==> config.mk <==
export PLATFORM = sky130hd
export DESIGN_NAME = ram_arbiter_flat
export DESIGN_NICKNAME = d
export VERILOG_FILES = /design/src/rtl/cpu_types_pkg.sv /design/src/rtl/ram_arbiter_if.sv /design/src/rtl/rr_picker.sv /design/src/rtl/ram_arbiter.sv /design/src/flat_wrapper.sv
export SDC_FILE = /design/constraint.sdc
export NUM_CORES = 1
export LEC_CHECK = 0
export ABC_AREA = 1
export CAP_MARGIN = 20
export CORE_AREA = 2 2 128 130
export CTS_BUF_LIST = sky130_fd_sc_hd__clkbuf_8
export CTS_CLUSTER_DIAMETER = 120
export DETAILED_ROUTE_END_ITERATION = 12
export DIE_AREA = 0 0 130 132
export PLACE_DENSITY = 0.62
export SKIP_LAST_GASP = 1
export SLEW_MARGIN = 20
export SYNTH_ARGS = -nofsm -noshare
export SYNTH_HDL_FRONTEND = slang
export SYNTH_SLANG_ARGS = --single-unit
==> constraint.sdc <==
create_clock -name CLK -period 2.4 [get_ports CLK]
set_input_delay 0.48 -clock CLK [delete_from_list [all_inputs] [get_ports CLK]]
set_output_delay 0.48 -clock CLK [all_outputs]
set_load 0.005 [all_outputs]
==> src/rtl/cpu_types_pkg.sv <==
// Shared CPU/RAM types: RAM handshake state, data word and arbiter FSM state.
package cpu_types_pkg;

    typedef enum logic [1:0] {
        FREE   = 2'd0,
        BUSY   = 2'd1,
        ACCESS = 2'd2,
        ERROR  = 2'd3
    } ramstate_t;

    typedef logic [31:0] word_t;

    typedef enum logic [1:0] {
        IDLE    = 2'd0,
        GRANT_D = 2'd1,
        GRANT_I = 2'd2
    } arb_state_t;

    localparam word_t BAD_WORD = 32'hBAD1BAD1;

    // Index width for a requester set; a single requester still needs one bit.
    function automatic int unsigned ptr_width(input int unsigned n);
        return (n > 1) ? $clog2(n) : 1;
    endfunction

endpackage

==> src/rtl/ram_arbiter_if.sv <==
// Bus bundle between the RAM arbiter, the icache/coherence requesters and the RAM model.
interface ram_arbiter_if
    import cpu_types_pkg::*;
#(
    parameter int unsigned CPUS = 2
);
    logic [CPUS-1:0]  iREN;
    word_t [CPUS-1:0] iaddr;
    logic [CPUS-1:0]  iwait;
    word_t [CPUS-1:0] iload;

    logic      dREN;
    logic      dWEN;
    word_t     daddr;
    word_t     dstore;
    logic      dwait;
    word_t     dload;

    logic      ramREN;
    logic      ramWEN;
    word_t     ramaddr;
    word_t     ramstore;
    word_t     ramload;
    ramstate_t ramstate;

    modport slave (
        input  iREN, iaddr, dREN, dWEN, daddr, dstore, ramload, ramstate,
        output iwait, iload, dwait, dload, ramREN, ramWEN, ramaddr, ramstore
    );

    modport master (
        output iREN, iaddr, dREN, dWEN, daddr, dstore, ramload, ramstate,
        input  iwait, iload, dwait, dload, ramREN, ramWEN, ramaddr, ramstore
    );

endinterface

==> src/rtl/rr_picker.sv <==
// Combinational round-robin pick: first set request at or after the pointer, wrapping.
module rr_picker #(
    parameter int unsigned CPUS = 2,
    parameter int unsigned PW   = 1
) (
    input  logic [CPUS-1:0] req_i,
    input  logic [PW-1:0]   ptr_i,
    output logic [PW-1:0]   owner_o,
    output logic            valid_o
);

    logic [PW-1:0] idx;
    logic          found;

    always_comb begin
        idx     = '0;
        found   = 1'b0;
        owner_o = '0;
        for (int unsigned i = 0; i < CPUS; i++) begin
            idx = PW'((32'(ptr_i) + i) % CPUS);
            if (!found && req_i[idx]) begin
                found   = 1'b1;
                owner_o = idx;
            end
        end
        valid_o = found;
    end

endmodule

==> src/rtl/ram_arbiter.sv <==
// Single-port RAM arbiter: coherence data port has priority, icaches round-robin with a
// starvation cap; grants are held per transaction. ARB_PERF_EN adds grant/stall counters.
module ram_arbiter
    import cpu_types_pkg::*;
#(
    parameter int unsigned CPUS       = 2,
    parameter int unsigned STARVE_MAX = 4
) (
    input  logic         CLK,
    input  logic         nRST,
    ram_arbiter_if.slave bus
`ifdef ARB_PERF_EN
    ,
    output word_t        perf_dgrants,
    output word_t        perf_igrants,
    output word_t        perf_istall
`endif
);

    localparam int unsigned PW = ptr_width(CPUS);
    localparam int unsigned SW = $clog2(STARVE_MAX + 1);
    localparam logic [SW-1:0] STARVE_CAP = SW'(STARVE_MAX);

    arb_state_t    state_q, state_d;
    logic [PW-1:0] rr_ptr_q, rr_ptr_d;
    logic [PW-1:0] owner_q, owner_d;
    logic [SW-1:0] starve_q, starve_d;
    logic [PW-1:0] pick;
    logic          pick_vld;
    logic          any_i;
    logic          d_req;
    logic          access;

    assign any_i  = |bus.iREN;
    assign d_req  = bus.dREN | bus.dWEN;
    assign access = (bus.ramstate == ACCESS);

    rr_picker #(
        .CPUS (CPUS),
        .PW   (PW)
    ) u_rr_picker (
        .req_i   (bus.iREN),
        .ptr_i   (rr_ptr_q),
        .owner_o (pick),
        .valid_o (pick_vld)
    );

    always_ff @(posedge CLK or negedge nRST) begin
        if (!nRST) begin
            state_q  <= IDLE;
            rr_ptr_q <= '0;
            owner_q  <= '0;
            starve_q <= '0;
        end else begin
            state_q  <= state_d;
            rr_ptr_q <= rr_ptr_d;
            owner_q  <= owner_d;
            starve_q <= starve_d;
        end
    end

    // Next state plus the RAM/requester muxing; outputs follow the live grant so an
    // asynchronous reset drops the strobes at once.
    always_comb begin
        state_d      = state_q;
        rr_ptr_d     = rr_ptr_q;
        owner_d      = owner_q;
        starve_d     = starve_q;
        bus.iwait    = '1;
        bus.iload    = '0;
        bus.dwait    = 1'b1;
        bus.dload    = '0;
        bus.ramREN   = 1'b0;
        bus.ramWEN   = 1'b0;
        bus.ramaddr  = BAD_WORD;
        bus.ramstore = BAD_WORD;

        case (state_q)
            IDLE: begin
                if (d_req && !(starve_q == STARVE_CAP && any_i)) begin
                    state_d = GRANT_D;
                    if (!any_i) begin
                        starve_d = '0;
                    end else if (starve_q != STARVE_CAP) begin
                        starve_d = starve_q + SW'(1);
                    end
                end else if (pick_vld) begin
                    state_d  = GRANT_I;
                    owner_d  = pick;
                    starve_d = '0;
                end else begin
                    starve_d = '0;
                end
            end

            GRANT_D: begin
                bus.ramREN   = bus.dREN & ~bus.dWEN;
                bus.ramWEN   = bus.dWEN;
                bus.ramaddr  = bus.daddr;
                bus.ramstore = bus.dstore;
                bus.dload    = bus.ramload;
                bus.dwait    = !access;
                if (!d_req) begin
                    state_d = IDLE;
                end
            end

            GRANT_I: begin
                bus.ramREN          = 1'b1;
                bus.ramaddr         = bus.iaddr[owner_q];
                bus.iload[owner_q]  = bus.ramload;
                bus.iwait[owner_q]  = !access;
                // A withdrawn request abandons the grant without advancing fairness.
                if (!bus.iREN[owner_q]) begin
                    state_d = IDLE;
                end else if (access) begin
                    state_d  = IDLE;
                    rr_ptr_d = PW'((32'(owner_q) + 32'd1) % CPUS);
                    starve_d = '0;
                end
            end

            default: begin
                state_d = IDLE;
            end
        endcase
    end

`ifdef ARB_PERF_EN
    word_t dgrants_q, igrants_q, istall_q;

    always_ff @(posedge CLK or negedge nRST) begin
        if (!nRST) begin
            dgrants_q <= '0;
            igrants_q <= '0;
            istall_q  <= '0;
        end else begin
            if (state_q == IDLE && state_d == GRANT_D) begin
                dgrants_q <= dgrants_q + 32'd1;
            end
            if (state_q == GRANT_I && access && bus.iREN[owner_q]) begin
                igrants_q <= igrants_q + 32'd1;
            end
            if (any_i && state_q != GRANT_I) begin
                istall_q <= istall_q + 32'd1;
            end
        end
    end

    assign perf_dgrants = dgrants_q;
    assign perf_igrants = igrants_q;
    assign perf_istall  = istall_q;
`endif

endmodule

==> src/flat_wrapper.sv <==
// flat-port wrapper written by rule: the top's interface ports become plain ports
module ram_arbiter_flat import cpu_types_pkg::*;
#(
    parameter int unsigned CPUS       = 2,
    parameter int unsigned STARVE_MAX = 4
)
  (CLK, nRST, bus_iREN, bus_iaddr, bus_dREN, bus_dWEN, bus_daddr, bus_dstore, bus_ramload, bus_ramstate, bus_iwait, bus_iload, bus_dwait, bus_dload, bus_ramREN, bus_ramWEN, bus_ramaddr, bus_ramstore);
  ram_arbiter_if #(.CPUS(CPUS)) bus_i ();
  input  logic CLK;
  input  logic nRST;
  input wire logic [$bits(bus_i.iREN)-1:0] bus_iREN;
  input wire logic [$bits(bus_i.iaddr)-1:0] bus_iaddr;
  input wire logic [$bits(bus_i.dREN)-1:0] bus_dREN;
  input wire logic [$bits(bus_i.dWEN)-1:0] bus_dWEN;
  input wire logic [$bits(bus_i.daddr)-1:0] bus_daddr;
  input wire logic [$bits(bus_i.dstore)-1:0] bus_dstore;
  input wire logic [$bits(bus_i.ramload)-1:0] bus_ramload;
  input wire logic [$bits(bus_i.ramstate)-1:0] bus_ramstate;
  output wire logic [$bits(bus_i.iwait)-1:0] bus_iwait;
  output wire logic [$bits(bus_i.iload)-1:0] bus_iload;
  output wire logic [$bits(bus_i.dwait)-1:0] bus_dwait;
  output wire logic [$bits(bus_i.dload)-1:0] bus_dload;
  output wire logic [$bits(bus_i.ramREN)-1:0] bus_ramREN;
  output wire logic [$bits(bus_i.ramWEN)-1:0] bus_ramWEN;
  output wire logic [$bits(bus_i.ramaddr)-1:0] bus_ramaddr;
  output wire logic [$bits(bus_i.ramstore)-1:0] bus_ramstore;
  assign bus_i.iREN = bus_iREN;
  assign bus_i.iaddr = bus_iaddr;
  assign bus_i.dREN = bus_dREN;
  assign bus_i.dWEN = bus_dWEN;
  assign bus_i.daddr = bus_daddr;
  assign bus_i.dstore = bus_dstore;
  assign bus_i.ramload = bus_ramload;
  assign bus_i.ramstate = bus_ramstate;
  assign bus_iwait = bus_i.iwait;
  assign bus_iload = bus_i.iload;
  assign bus_dwait = bus_i.dwait;
  assign bus_dload = bus_i.dload;
  assign bus_ramREN = bus_i.ramREN;
  assign bus_ramWEN = bus_i.ramWEN;
  assign bus_ramaddr = bus_i.ramaddr;
  assign bus_ramstore = bus_i.ramstore;
  ram_arbiter #(.CPUS(CPUS), .STARVE_MAX(STARVE_MAX)) u_core (.CLK(CLK), .nRST(nRST), .bus(bus_i));
endmodule
After elaboration in Yosys (flattened, before gate mapping)
Index checks and enable logic that the tools add are counted.

Add/sub/neg operators: 3. Magnitude comparators: 4. Equal/unequal tests: 11. Mux-type cells: 36. Bitwise logic cells: 7. Reduce and logical (&&, ||, !) cells: 14.

Operator list (count): 32-bit two-way mux (5); 64-bit bitwise AND (1); 64-bit two-way mux (1); 32-bit one-hot mux with 2 select lines (1); 32-bit demux with 1-bit select (1); 3-bit two-way mux (5); 1-bit two-way mux (13); 2-bit two-way mux (6); 3-bit AND reduction (3); 1-bit by 2-bit < comparator with 1-bit output, second input constant (3); 2-bit one-hot mux with 3 select lines (1); 3-bit one-hot mux with 2 select lines (1); 2-bit == test, second input constant (2); 1-bit logical AND (4); 2-bit by 1-bit != test with 1-bit output, second input constant (2); 4-bit != test, second input constant (1); 4-bit AND reduction (1); 3-bit by 1-bit adder with 3-bit output, second input constant (1); 3-bit == test, second input constant (1); 1-bit logical NOT (3); 3-bit by 1-bit != test with 1-bit output, second input constant (1); 3-bit by 2-bit != test with 1-bit output, second input constant (1); 3-bit != test, second input constant (1); 1-bit adder, second input constant (2); other kinds (13) (14).

Flip-flop bits (word level): 7. Bits of input ports: 168. Word-level logic and storage cells: 79.

Depth between registers and ports, before layout
Word-level depth: 9. Mapped depth: 9. Depth with buffers taken out: 9.

By module
A second synthesis with hierarchy kept.

Cell total of the unflattened synthesis: 478. Area, all modules: 2184.6 um2.

By module, submodules not included: ram_arbiter (instances 1, cells each 474, area an instance 2165.8 um2); rr_picker (instances 1, cells each 4, area an instance 18.8 um2).

Worst setup path before layout
OpenSTA, ideal clock, no wires.

Path kind: reg-to-output. Start point: register u_core.state_q[0]. End point: output bus_ramaddr[11]. Arrival time: 1.326 ns. Required time: 1.920 ns. Setup slack: 0.594 ns. Stages on the path, launching flop included: 7. Path through: dfrtp_1 -> inv_1 -> ha_1 -> inv_2 -> buf_1 -> a21oi_1 -> nand3_1.

Word-level cells in the longest chain between the ends: 2. Elaborated cells between the ends (all ways): 3.

Ends and longest elaborated chain: from (decl) (RTL line ram_arbiter.sv:24) `arb_state_t state_q, state_d;`; from (signal assigned) (RTL line ram_arbiter.sv:55) `state_q <= state_d;`; 2-bit == test / 2-bit by 1-bit == test with 1-bit output (equally long branches) (RTL line ram_arbiter.sv:78) `case (state_q)`; 32-bit one-hot mux with 2 select lines (*) (RTL line ram_arbiter.sv:78); to (decl) (RTL line flat_wrapper.sv:25) `output wire logic [$bits(bus_i.ramaddr)-1:0] bus_ramaddr;`.

Mark *: on every way between the ends. The rest lies on a longest branch, timed or not.

Worst setup path in the final report
Start point: register u_core.state_q[0]. End point: output bus_ramaddr[18].

The elaborated chain is that of the path after synthesis.

==> impl_results.md <==
* 1st-iter DRT viols at around 120
* Gr usage total at 0.144
* DP HPWL at 11000 um
* Netlist Area Pre-Place at 0.00214 mm2
* Most common cell after layout, fill and taps aside: clkdlybuf4s50_1
* Worst EP required at 1.92 ns
* TritonCTS clock tree: built
* Peak Freq at 0.417 GHz
* Final count of pins violating max slew at 0
* Critical Path Fanout Max at 11
* Sequential share of the synthesized area at 0.0820
* Final setup fails at 0
* Routed wire per std cell at 13.4 um
* Power Density at just over 700 mW/mm2
* Die height at 132 um
* First-pass GRT wire length at 19500 um
* Yosys reg bits at 7
* Cells after Synth at 471
* Initial core utilization at 0.136
* Hold_ws at about 0.49 ns
* Fin crit share at 0.999
* Final worst slack at 0.00190 ns
* DR DRC count at 0
* Largest net degree at the start of global routing at 33
* Hold Crit Depth at 2
* Pre-Repair DR Iteration Count at 4
* Pre-CTS setup slack at just over 0.06 ns
* Vias at 3947
* Num CTS Buffers at 3
* Slew margin rel. at 0.736
* DP Cell Count at 1010
* Post-Route WL at 13800 um
* Critical path's top delay family: buffers and inverters
* Layout area overhead at 187%
* Number of global-route vias before repair at 3859
* Startpoint types: flop
* ANT nets after route at 0
* RSZ-0062 raised after global routing: true
* Critical Path Slowest Stage Cell: clkdlybuf4s50_1
* Fillers at 1708
* Htree depth at 1
* Worst path max stage delay at 0.51 ns
* Status: finished, final reports clean
* Initial antenna violation count at 0
* Gr ovfl total at 0
* Crit-path most repeated cell: nand2_1
* Mux contribution to synthesized area at 0
* Hold Buf Count CTS at 0
* Worst-case reg-to-reg path depth at 10
* Worst-path clk slew at 0.04 ns
* Die area at about 0.017 mm2
* Clock skew at approximately 0.0038 ns
* Hold Vio Cnt, Final at 0
* Routability congestion estimate at between 0.8 and 0.9
* Synth Area per Inst at 4.53 um2
* Min-Delay Path Class: flop to flop
* Clock buffer depth at 2
* Main combinational cell family by area after synthesis: simple AND/OR/NAND/NOR gates
* Clk Latency, worst-skew pair at 0.22 ns
* Worst ir drop on vdd at ~0.34 mV
* Row Count at 46
* Post-synthesis xor/xnor area fraction at 0.00410
* Core area at 0.0157 mm2
* Lkg Pwr at ~3 nW
* Warnings from Yosys at 0
* CTS sink cnt at 7
* # port buffers at 332
* # diodes at 0
* Levels on crit path at 10
* Most frequent cells in the layout: clkdlybuf4s50_1 (298), nand2_1 (167), inv_1 (107)
* Tmin final at 2.40 ns
* Least-Margin Pin Slew at roughly 0.4 ns
* Nets at between 900 and 1000
* Root Driver: clkbuf_8
* Width of the die at 130 um
* Arrival time worst endpoint at 1.92 ns
* WP buf/inv at 5
* Compound-cell area share of the yosys netlist at 0.0580
* Crit path capture type: output pin
* Adder-cell share of the synthesized area at 0.0293
* Net Count, Synth at around 640
* Maxcap violations at 0
* Synth cell types at 20
* Ratio of cells with drive above 1 in the final layout at 0.0803
* Cell Count, Final, Fillers Out at 1025
* Post-Synth Simple-Gate Area at 0.571
* Setup Crit Path Kind: flop to output pin
* Cells along the critical path: inv_2 > ha_4 > nand2_2 > inv_4 > buf_12 > nand2_1 > nand3_1 > nand2_1 > inv_1 > clkdlybuf4s50_1
* Via density at around 3.9
* Boundary Pins at 333
[worst min-delay path, cell delays in order (launching register included)]
cell and delay, ns:
dfrtp_1 0.34, nand2_1 0.05, o21ai_0 0.07
[cells by family (layout without fill, tap and decap cells)]
| kind of cell | count (synthesis) | after routing |
|---|---|---|
| simple gates | 297 | 297 |
| fa+ha+maj | 5 | 5 |
| buf+inv | 137 | 475 |
| compound gates | 24 | 24 |
| flops | 7 | 7 |
| xor+xnor | 1 | 1 |
[cell type report]
cell class,count,area [um2],share of cell area
Clock buffer,3,41.3,0.00675
Clock inverter,1,3.75,0.000613
Inverter,113,438,0.0716
Multi-Input combinational cell,327,1480,0.241
Sequential cell,7,175,0.0286
Tap cell,216,270,0.0442
Timing Repair Buffer,358,3710,0.607
[state kept, by name (all words and copies together), names as in the netlist]
register and cells:
u_core.owner_q 1, u_core.rr_ptr_q 1, u_core.state_q 2, u_core.starve_q 3
[repair_timing]
action,4_1_cts,5_1_grt
endpoints found under the hold margin,0,0
pin swaps,1,0
gates cloned,1,1
buffers inserted,8,1
gates resized for setup,21,40
setup endpoints to repair,69,89
[worst paths after layout]
| check | slack (ns) | end | startpoint |
|---|---|---|---|
| max in group asynchronous | 1.63 | u_core.state_q[0] | nRST |
| min | 0.49 | u_core.rr_ptr_q | u_core.rr_ptr_q |
| min in group asynchronous | 0.52 | u_core.starve_q[2] | nRST |
| min reg2reg | 0.49 | u_core.rr_ptr_q | u_core.rr_ptr_q |
| max reg2reg | 0.63 | u_core.state_q[1] | u_core.state_q[1] |
| max | 0.002 | bus_ramaddr[18] | u_core.state_q[0] |
[layer usage]
metal  global-route usage  wire length (um)  part of all wire  vias to the layer above
met5                    0                 0                 0                        -
met4               0.0311               219             0.016                        0
met3               0.0341              1290             0.094                       16
met2                0.275              6950              0.50                      216
met1                0.160              5310              0.39                     1684
li1                     -                 -                 -                     2031
[cells in the mapped netlist]
library cell	number	area share
a21oi_1	22	0.052
buf_1	3	0.0053
buf_2	7	0.016
buf_4	2	0.0070
buf_6	2	0.011
clkbuf_1	10	0.018
dfrtp_1	7	0.082
ha_1	5	0.029
inv_1	109	0.19
inv_2	4	0.0070
nand2_1	167	0.29
nand2_2	2	0.0059
nand3_1	39	0.091
nand3b_1	1	0.0035
nand4_1	1	0.0029
nor2_1	69	0.12
o2111ai_1	1	0.0041
o21ai_0	1	0.0023
or2_2	18	0.053
xor2_1	1	0.0041
[through the flow]
stage               area (um2)  utilization  power, mW  setup TNS (ns)
global placement          5790        0.368       4.14               0
CTS                       5980        0.381       4.53           -1.44
global route              6120        0.389       4.87           -2.46
floorplan                 2140            -       1.72               0
detailed placement        5790        0.368       4.12               0
finish                    6120        0.389       4.45               0
[report_power, final]
group          total (mW)  switching (mW)  internal (mW)  leakage, nW
registers           0.219          0.0487          0.170       0.0911
clock network       0.157          0.0470          0.110       0.0269
logic                4.07            1.79           2.28         2.96
(Power assumes the default switching activity.)
